## src/rtl/msdf_digit_collector.sv

```systemverilog
`default_nettype none
// ============================================================================
// Module   : msdf_digit_collector
// Brief    : Collects an MSB-first signed-digit (plus/minus) stream, one frame
//            at a time, and presents the frame as a parallel two's-complement
//            word over a valid/ready handshake. Digit i (first digit is i=0)
//            has weight 2^-(i+1); result value = dataOutArray_0 / 2^DIGITS.
//            Optional feature macro: MSDF_COLLECT_OVF_EN adds the truncation
//            flag port ovfArray_0.
// Revision : 1.0 - initial release
// ============================================================================
module msdf_digit_collector #(
    parameter int DIGITS = 32,
    parameter int OUT_W  = DIGITS + 1
) (
    input  logic             clk,
    input  logic             rst,
    input  logic [2:0]       dataInArray_0,
    input  logic             pValidArray_0,
    output logic             readyArray_0,
    output logic [OUT_W-1:0] dataOutArray_0,
    output logic             validArray_0,
    input  logic             nReadyArray_0
`ifdef MSDF_COLLECT_OVF_EN
    ,
    output logic             ovfArray_0
`endif
);

    localparam int c_PTR_W = (DIGITS > 1) ? $clog2(DIGITS) : 1;
    localparam int c_CNT_W = $clog2(DIGITS + 1);

    localparam logic [c_PTR_W-1:0] c_PTR_TOP  = c_PTR_W'(DIGITS - 1);
    localparam logic [c_CNT_W-1:0] c_CNT_FULL = c_CNT_W'(DIGITS);

    localparam logic [0:0] c_ST_COLLECT = 1'b0;
    localparam logic [0:0] c_ST_HOLD    = 1'b1;

    logic [0:0]         r_state;
    logic [0:0]         w_state_nxt;
    logic [DIGITS-1:0]  r_p;
    logic [DIGITS-1:0]  r_m;
    logic [DIGITS-1:0]  w_p_next;
    logic [DIGITS-1:0]  w_m_next;
    logic [c_PTR_W-1:0] r_wr_ptr;
    logic [c_CNT_W-1:0] r_count;
    logic [DIGITS:0]    w_result;
    logic [OUT_W-1:0]   r_data;

    logic w_accept;
    logic w_room;
    logic w_store;
    logic w_last;
    logic w_handoff;

    // Handshake qualifiers derived from the current state and inputs
    assign w_accept  = pValidArray_0 & (r_state == c_ST_COLLECT);
    assign w_room    = (r_count != c_CNT_FULL);
    assign w_store   = w_accept & w_room;
    assign w_last    = w_accept & dataInArray_0[2];
    assign w_handoff = (r_state == c_ST_HOLD) & nReadyArray_0;

    // Digit vectors including the digit being accepted this cycle
    always_comb begin
        w_p_next = r_p;
        w_m_next = r_m;
        if (w_store) begin
            w_p_next[r_wr_ptr] = dataInArray_0[1];
            w_m_next[r_wr_ptr] = dataInArray_0[0];
        end
    end

    // P and M are unsigned magnitudes; one extra bit keeps P-M in range
    assign w_result = {1'b0, w_p_next} - {1'b0, w_m_next};

    // State register
    always_ff @(posedge clk or posedge rst) begin
        if (rst) begin
            r_state <= c_ST_COLLECT;
        end else begin
            r_state <= w_state_nxt;
        end
    end

    // Next-state and handshake outputs
    always_comb begin
        w_state_nxt  = r_state;
        readyArray_0 = 1'b0;
        validArray_0 = 1'b0;
        case (r_state)
            c_ST_COLLECT: begin
                readyArray_0 = 1'b1;
                if (w_last) begin
                    w_state_nxt = c_ST_HOLD;
                end
            end
            default: begin
                validArray_0 = 1'b1;
                if (nReadyArray_0) begin
                    w_state_nxt = c_ST_COLLECT;
                end
            end
        endcase
    end

    // Digit storage, write pointer and result register
    always_ff @(posedge clk or posedge rst) begin
        if (rst) begin
            r_p      <= '0;
            r_m      <= '0;
            r_wr_ptr <= c_PTR_TOP;
            r_count  <= '0;
            r_data   <= '0;
        end else if (w_handoff) begin
            // Start a fresh frame; the last result stays visible
            r_p      <= '0;
            r_m      <= '0;
            r_wr_ptr <= c_PTR_TOP;
            r_count  <= '0;
        end else begin
            if (w_store) begin
                r_p      <= w_p_next;
                r_m      <= w_m_next;
                r_wr_ptr <= r_wr_ptr - c_PTR_W'(1);
                r_count  <= r_count + c_CNT_W'(1);
            end
            if (w_last) begin
                r_data <= OUT_W'(w_result);
            end
        end
    end

    assign dataOutArray_0 = r_data;

`ifdef MSDF_COLLECT_OVF_EN
    logic w_trunc;
    logic r_ovf_lat;
    logic r_ovf_out;

    assign w_trunc = w_accept & ~w_room;

    // Truncation latch for the frame in progress and flag published with the result
    always_ff @(posedge clk or posedge rst) begin
        if (rst) begin
            r_ovf_lat <= 1'b0;
            r_ovf_out <= 1'b0;
        end else if (w_handoff) begin
            r_ovf_lat <= 1'b0;
            r_ovf_out <= 1'b0;
        end else begin
            if (w_trunc) begin
                r_ovf_lat <= 1'b1;
            end
            if (w_last) begin
                r_ovf_out <= r_ovf_lat | w_trunc;
            end
        end
    end

    assign ovfArray_0 = r_ovf_out;
`endif

endmodule
`default_nettype wire

```

## config.mk

```make
export PLATFORM = sky130hd
export DESIGN_NAME = msdf_digit_collector
export DESIGN_NICKNAME = d
export VERILOG_FILES = /design/src/rtl/msdf_digit_collector.sv
export SDC_FILE = /design/constraint.sdc
export NUM_CORES = 1
export LEC_CHECK = 0
export ABC_CLOCK_PERIOD_IN_PS = 5160
export BUFFER_PORTS_ARGS = -buffer_cell sky130_fd_sc_hd__buf_4
export CORE_ASPECT_RATIO = 1.5
export CORE_MARGIN = 2
export CORE_UTILIZATION = 25
export DETAILED_ROUTE_END_ITERATION = 6
export PLACE_DENSITY = 0.37
export REMOVE_ABC_BUFFERS = 1
export SLEW_MARGIN = 20
export SYNTH_ARGS = -nofsm -noshare
export SYNTH_HDL_FRONTEND = slang
export SYNTH_SLANG_ARGS = --single-unit
export TNS_END_PERCENT = 20
```

## constraint.sdc

```tcl
create_clock -name clk -period 5.16 [get_ports clk]
set_clock_uncertainty 0.2 [all_clocks]
set_input_delay 0 -clock clk [delete_from_list [all_inputs] [get_ports clk]]
set_output_delay 0 -clock clk [all_outputs]
set_load 0.005 [all_outputs]
```

==> results of run 1 <==
==> cell usage after synthesis (all sizes together), types with 3 or more instances <==
master	count
a21oi	33
buf	11
a41oi	3
nor3	9
nand2	146
nor2	43
a32o	12
o31ai	6
a22o	19
nand3	40
inv	27
mux2	6
xor2	16
nand4	10
and3	3
nand2b	9
and2	19
a21boi	4
nand3b	5
ha	21
dfstp	5
o2111ai	3
and3b	6
a31oi	6
nor3b	3
o21ai	104
mux2i	36
dfrtp	104
o211ai	22
clkbuf	38
maj3	15
nor2b	15
o21a	3
xnor2	24
a21o	12
==> sequential cells by signal, summed over array words and instances, names as in the netlist <==
register and cells:
r_p 32, dataOutArray_0 33, r_count 6, r_wr_ptr 5, r_state 1, r_m 32
==> metal layers <==
metal	routed length, um	share of wire (%)
met5	0	0
met3	611	2.3
met2	13400	51
met4	846	3.2
met1	11200	43
==> power by group <==
| part | internal (uW) | switching (uW) |
|---|---|---|
| Clock | 412 | 352 |
| Combinational | 590 | 850 |
| Sequential | 1020 | 123 |
==> critical path: stages, from the launching register on <==
cell      delay (ps)
dfstp_2          580
ha_1             190
and3b_1          270
nor2b_1          310
buf_4            220
nand2_1          100
o21ai_0          280
ha_1             270
a21oi_1           60
mux2i_1          220
o21ai_2          100
maj3_1           350
mux2_2           270
a21boi_4         160
o31ai_4          420
a31oi_1          220
or4_1            510
nand3_1           90
==> logic make-up after synthesis <==
group	count (synthesis)	synth area share (%)
AOI/OAI and AO/OA	242	21.7
xor gates and xnor gates	40	4.73
adders and majority gates	37	5.87
buffers and inverters	76	4.13
DFF	109	36.9
muxes	42	5.83
and+or+nand+nor	319	20.8
==> timing repair <==
item,in CTS,in global routing
setup endpoints to repair,0,1
resized for setup,0,1
hold buffers,5,0
hold endpoints to repair,77,0
==> final timing paths <==
kind / start / end / slack [ps] / depth (start not counted)
min in group asynchronous: rst / r_p[19] / 170 / 3
hold / removal: dataInArray_0[2] / dataOutArray_0[19] / 90 / 5
max in group asynchronous: rst / r_m[8] / 3410 / 4
hold reg to reg: dataOutArray_0[19] / dataOutArray_0[19] / 270 / 2
setup / recovery: r_wr_ptr[0] / dataOutArray_0[30] / 270 / 17
setup reg to reg: r_wr_ptr[0] / dataOutArray_0[30] / 270 / 17
==> stage by stage <==
stage / area [sq um] / instances / hold slack [ps] / total power [uW] / utilization [%]
after global placement: 8220 / 1279 / 13.6 / 2610 / 28.1
after CTS: 8570 / 1298 / 80.7 / 3400 / 29.3
after global routing: 8570 / 1298 / 135 / 3620 / 29.3
final: 8570 / 1298 / 86.1 / 3350 / 29.3
after detailed placement: 8220 / 1279 / 14.6 / 2610 / 28.1
after floorplan: 7200 / 816 / -91.9 / 2040 / -
==> area by class of cell <==
type | count | area (sq um) | share of cell area, %
multi-input cells | 680 | 4380 | 51.1
flip-flops and latches | 109 | 2730 | 31.9
repair buffers | 73 | 561 | 6.54
well taps | 395 | 494 | 5.77
clock buffers | 13 | 270 | 3.15
inverters | 27 | 104 | 1.21
clock inverters | 1 | 30.0 | 0.350
==> layout by cell type (no fill, tap or decap), types with 4 or more instances in the layout <==
master	instances
dfstp_2	5
a31oi_1	6
nand2_1	145
mux2_2	6
and2_1	19
xor2_1	16
o31ai_1	4
a32o_1	12
inv_1	26
and3b_1	6
o21ai_0	98
buf_4	68
nor2b_1	14
nor2_1	43
dfrtp_1	104
nand3b_1	5
dlygate4sd3_1	5
nor3_1	7
nand3_1	40
mux2i_1	35
xnor2_1	24
a21oi_1	33
a22o_1	19
o211ai_1	21
clkbuf_16	9
maj3_1	14
ha_1	21
nand2b_1	9
a21o_1	12
nand4_1	10
==> metrics.md, run 1 <==
| Metric | Value |
|---|---|
| Pin count of the biggest net entering global routing | 67 |
| Drt drc | 0 |
| FF+latch count, synth | 109 |
| Post-layout nets | 929 |
| Syn-to-layout area delta | 15.8% |
| Initial DRC count | 330 |
| Initial antenna violation count | 0 |
| Rel. slew slack | 40.4% |
| CP Class | reg -> reg |
| Number of global-route vias before repair | 6829 |
| Syn Inst Count | between 800 and 900 |
| CTS Buffer Depth | 2 |
| Most used routing layer | met2 |
| Overflow after GRT | 0 |
| Synthesized area | 0.00740 sq mm |
| Min cycle time layout | slightly below 5000 ps |
| DR vias/cell | between 4 and 5 |
| Place WS | 231 ps |
| Rows | 77 |
| Final count of hold timing violations | 0 |
| Detailed placement HPWL | around 19000 um |
| Die Height | about 210 um |
| Initial DRT Pass Iterations | 4 |
| Netlist cell types | 72 |
| Io pins | 42 |
| Wirelength per Cell | ~20 um |
| EDFF count, synth | 0 |
| Sequential share of the synthesized area | 36.9% |
| Crit path DAT | around 5000 ps |
| Worst Max-Slew Pin Slew | 894 ps |
| Worst Slack Setup Final | about 270 ps |
| Syn. warnings | 0 |
| N_diodes | 0 |
| Total CTS buffers | 9 |
| DIE AREA | around 0.031 sq mm |
| H-tree depth | 3 |
| Post-synth top flop | dfrtp_1 |
| M2 GR Usage | between 30% and 40% |
| Leakage | between 0.003 and 0.004 uW |
| Post-synth top area share | 35.2% |
| Clk Latency, worst-skew pair | 390 ps |
| Fillers | 3234 |
| Worst setup SP type | register |
| RSZ-0062 raised after global routing | no |
| M1 GR Usage | 21.9% |
| Port Buffer Count | 41 |
| Crit share post-route | 94.7% |
| Die span in x | 144 um |
| Worst-path maximum fanout | 6 |
| Setup repair bufs after CTS | 0 |
| CTS tree | built |
| Max-slew violations | 0 |
| Clock root buffer | clkbuf_16 |
| Met3 Usage GRT | under 10% |
| Total GRT Usage | 17.8% |
| Mean post-synth cell area | 8.55 sq um |
| Crit path capture type | register |
| Total clock sinks | roughly 110 |
| Via Count | 6446 |
| WL final | approximately 26000 um |
| Setup TNS | 0 ps |
| Layout cell share with drive strength beyond 1 | approximately 13% |
| Area leader, netlist | dfrtp_1 |
| First-pass GRT wire length | 41400 um |
| Async SR Flop Fraction | 100% |
| Gp weighted congestion | 0.867 |
| CTS clock-pin slew for the worst setup and hold paths | 80 ps |
| Pwr Density | 390 mW/mm^2 |
| HP Class | in -> reg |
| Final setup fails | 0 |
| Ranking of synthesized cells by area | dfrtp_1, nand2_1, o21ai_0 |
| Routed Antenna Nets | 0 |
| Max Fclk | 0.205 GHz |
| Core box area | 0.0293 sq mm |
| Critical Path RT | 5280 ps |
| Max VDD drop | 0.154 mV |
| Starting Density | 25.3% |
| Max_cap viols | 0 |
| Status | complete, no violations |
No activity file was read; power rests on OpenSTA's default activity.
==> run 2, diff against run 1 <==
CORE_ASPECT_RATIO = 2   (was 1.5)
RECOVER_POWER = 100   (was default)
==> run 2 against run 1 <==
Against the previous run:
- the run now ends with max-capacitance violations, max-slew violations left
- final cell count decreased by 1.8%
- core utilization decreased by 0.11 points
- sequential share of layout area increased by 0.13 points
- critical path type unchanged
==> metrics.md, run 2 (synthesized netlist as in run 1, its figures left out) <==
| Metric | Value |
|---|---|
| Status | complete, but fails checks |
| Violated checks | max-capacitance violations, max-slew violations |
| DP Area | 0.00822 sq mm |
| Max_cap viols | 3 |
| Crit share post-route | 94.2% |
| CTS clock-pin slew for the worst setup and hold paths | 90 ps |
| Crit path capture type | register |
| Max-slew violations | 138 |
| RSZ-0062 raised after global routing | no |
| Crit path DAT | 4990 ps |
| Total clock sinks | 109 |
| Max reg flops | 33 |
| Most common cell after layout, fill and taps aside | nand2_1 |
| Initial DRC count | 261 |
| Io pins | 42 |
| WL final | between 20000 and 30000 um |
| Critical Path RT | 5290 ps |
| Gp weighted congestion | 0.820 |
| Pin count of the biggest net entering global routing | 61 |
| Final count of hold timing violations | 0 |
| WHS Endpoint | r_count[4] |
| Via Count | 6399 |
| Core box area | between 0.02 and 0.03 sq mm |
| Post-layout nets | a little over 900 |
| Leakage | 0.00396 uW |
| Die Height | 247 um |
| Drt drc | 0 |
| DR vias/cell | 5.02 |
| Port Buffer Count | 41 |
| Min cycle time layout | 4860 ps |
| CTS tree | built |
| Fillers | 3150 |
| Worst Max-Slew Pin Slew | 2570 ps |
| Pwr Density | 385 mW/mm^2 |
| H-tree depth | 3 |
| Wirelength per Cell | 19.8 um |
| Number of global-route vias before repair | 6545 |
| Final setup fails | 0 |
| Total CTS buffers | 9 |
| Hold_sp | pValidArray_0 |
| Max VDD drop | 0.210 mV |
| Routed Antenna Nets | 0 |
| Rows | 89 |
| Rel. slew slack | -71.8% |
| Initial DRT Pass Iterations | 5 |
| Layout cell share with drive strength beyond 1 | 12.3% |
| Worst Hold Slack | 60.6 ps |
| Critical register-to-register path startpoint | r_wr_ptr[1] |
| DIE AREA | 0.0311 sq mm |
| Setup repair bufs after CTS | 0 |
| CP Class | reg -> reg |
| R2R Path End | dataOutArray_0[30] |
| Placed cell count | roughly 1300 |
| Max Fclk | roughly 0.21 GHz |
| Clk Latency, worst-skew pair | 400 ps |
| Die span in x | 126 um |
| Starting Density | 25.3% |
| Worst Slack Setup Final | about 300 ps |
| Worst setup SP type | register |
| CTS Buffer Depth | 2 |
| Overflow after GRT | 0 |
| Clock root buffer | clkbuf_16 |
| Initial antenna violation count | 0 |
| Fin util | between 20% and 30% |
| First-pass GRT wire length | 39400 um |
| Total GRT Usage | 16.7% |
| Design area | roughly 0.0085 sq mm |
| Syn-to-layout area delta | 15.4% |
| Finished Layout Cells | 1275 |
| Worst-path maximum fanout | 6 |
| HP Class | in -> reg |
| Place WS | 196 ps |
| Detailed placement HPWL | roughly 18000 um |
| Commonest cells after routing, fill and taps aside | nand2_1, dfrtp_1, o21ai_0 |
| Hold depth | 5 |
| Flop-to-flop setup slack | 300 ps |
| R2R cell count | 18 |
==> run 2: final cells by class <==
class | count | area, sq um | share of cell area [%]
diodes | 1 | 2.50 | 0.0293
well taps | 364 | 455 | 5.34
clock inverters | 7 | 78.8 | 0.923
multi-input cells | 680 | 4370 | 51.1
flip-flops and latches | 109 | 2730 | 32.0
repair buffers | 78 | 572 | 6.70
clock buffers | 9 | 225 | 2.64
inverters | 27 | 103 | 1.20
==> run 2: worst max path at each step <==
stage / startpoint / endpoint / cells past startpoint
floorplan: r_count[0] / dataOutArray_0[29] / 13
global placement: r_wr_ptr[1] / dataOutArray_0[31] / 19
detailed placement: r_wr_ptr[1] / dataOutArray_0[31] / 19
CTS: r_wr_ptr[1] / dataOutArray_0[31] / 19
global route: r_wr_ptr[1] / dataOutArray_0[29] / 19
finish: r_wr_ptr[1] / dataOutArray_0[30] / 18
==> run 2: timing repair <==
item	4_1_cts	5_1_grt
setup endpoints to repair	0	2
endpoints found under the hold margin	75	0
hold buffers	6	0
gates resized for setup	0	3
==> run 2: power by group <==
| group | switching [uW] | total [uW] | internal (uW) | leakage (uW) |
|---|---|---|---|---|
| logic | 826 | 1390 | 566 | 0.00234 |
| clock network | 411 | 757 | 346 | 0.000148 |
| registers | 119 | 1140 | 1020 | 0.00147 |
==> run 2: per-layer routing <==
metal / up-vias / wire length (um) / GRT usage, %
li1: 3165 / - / -
met1: 3127 / 11200 / 20.3
met2: 82 / 13000 / 30.0
met3: 25 / 505 / 1.58
met4: 0 / 625 / 6.80
met5: - / 0 / 0
==> run 2: critical path, cell delays in order (launching register included) <==
cell      delay, ps
dfstp_2         570
inv_1            60
ha_1            210
and3b_1         250
nor2b_1         150
buf_4           160
nand2_1         160
mux2i_1         290
ha_1            280
nor2_1           70
mux2i_1         250
o21ai_2         110
maj3_1          370
mux2_2          260
a21boi_4        170
o31ai_4         430
a31oi_1         190
or4_1           500
nand3_1          90
==> run 2: through the flow <==
stage | TNS, ps | total power, uW
finish | 0 | 3290
global route | 0 | 3520
CTS | 0 | 3370
detailed placement | 0 | 2590
global placement | 0 | 2580
floorplan | -20490 | 2040
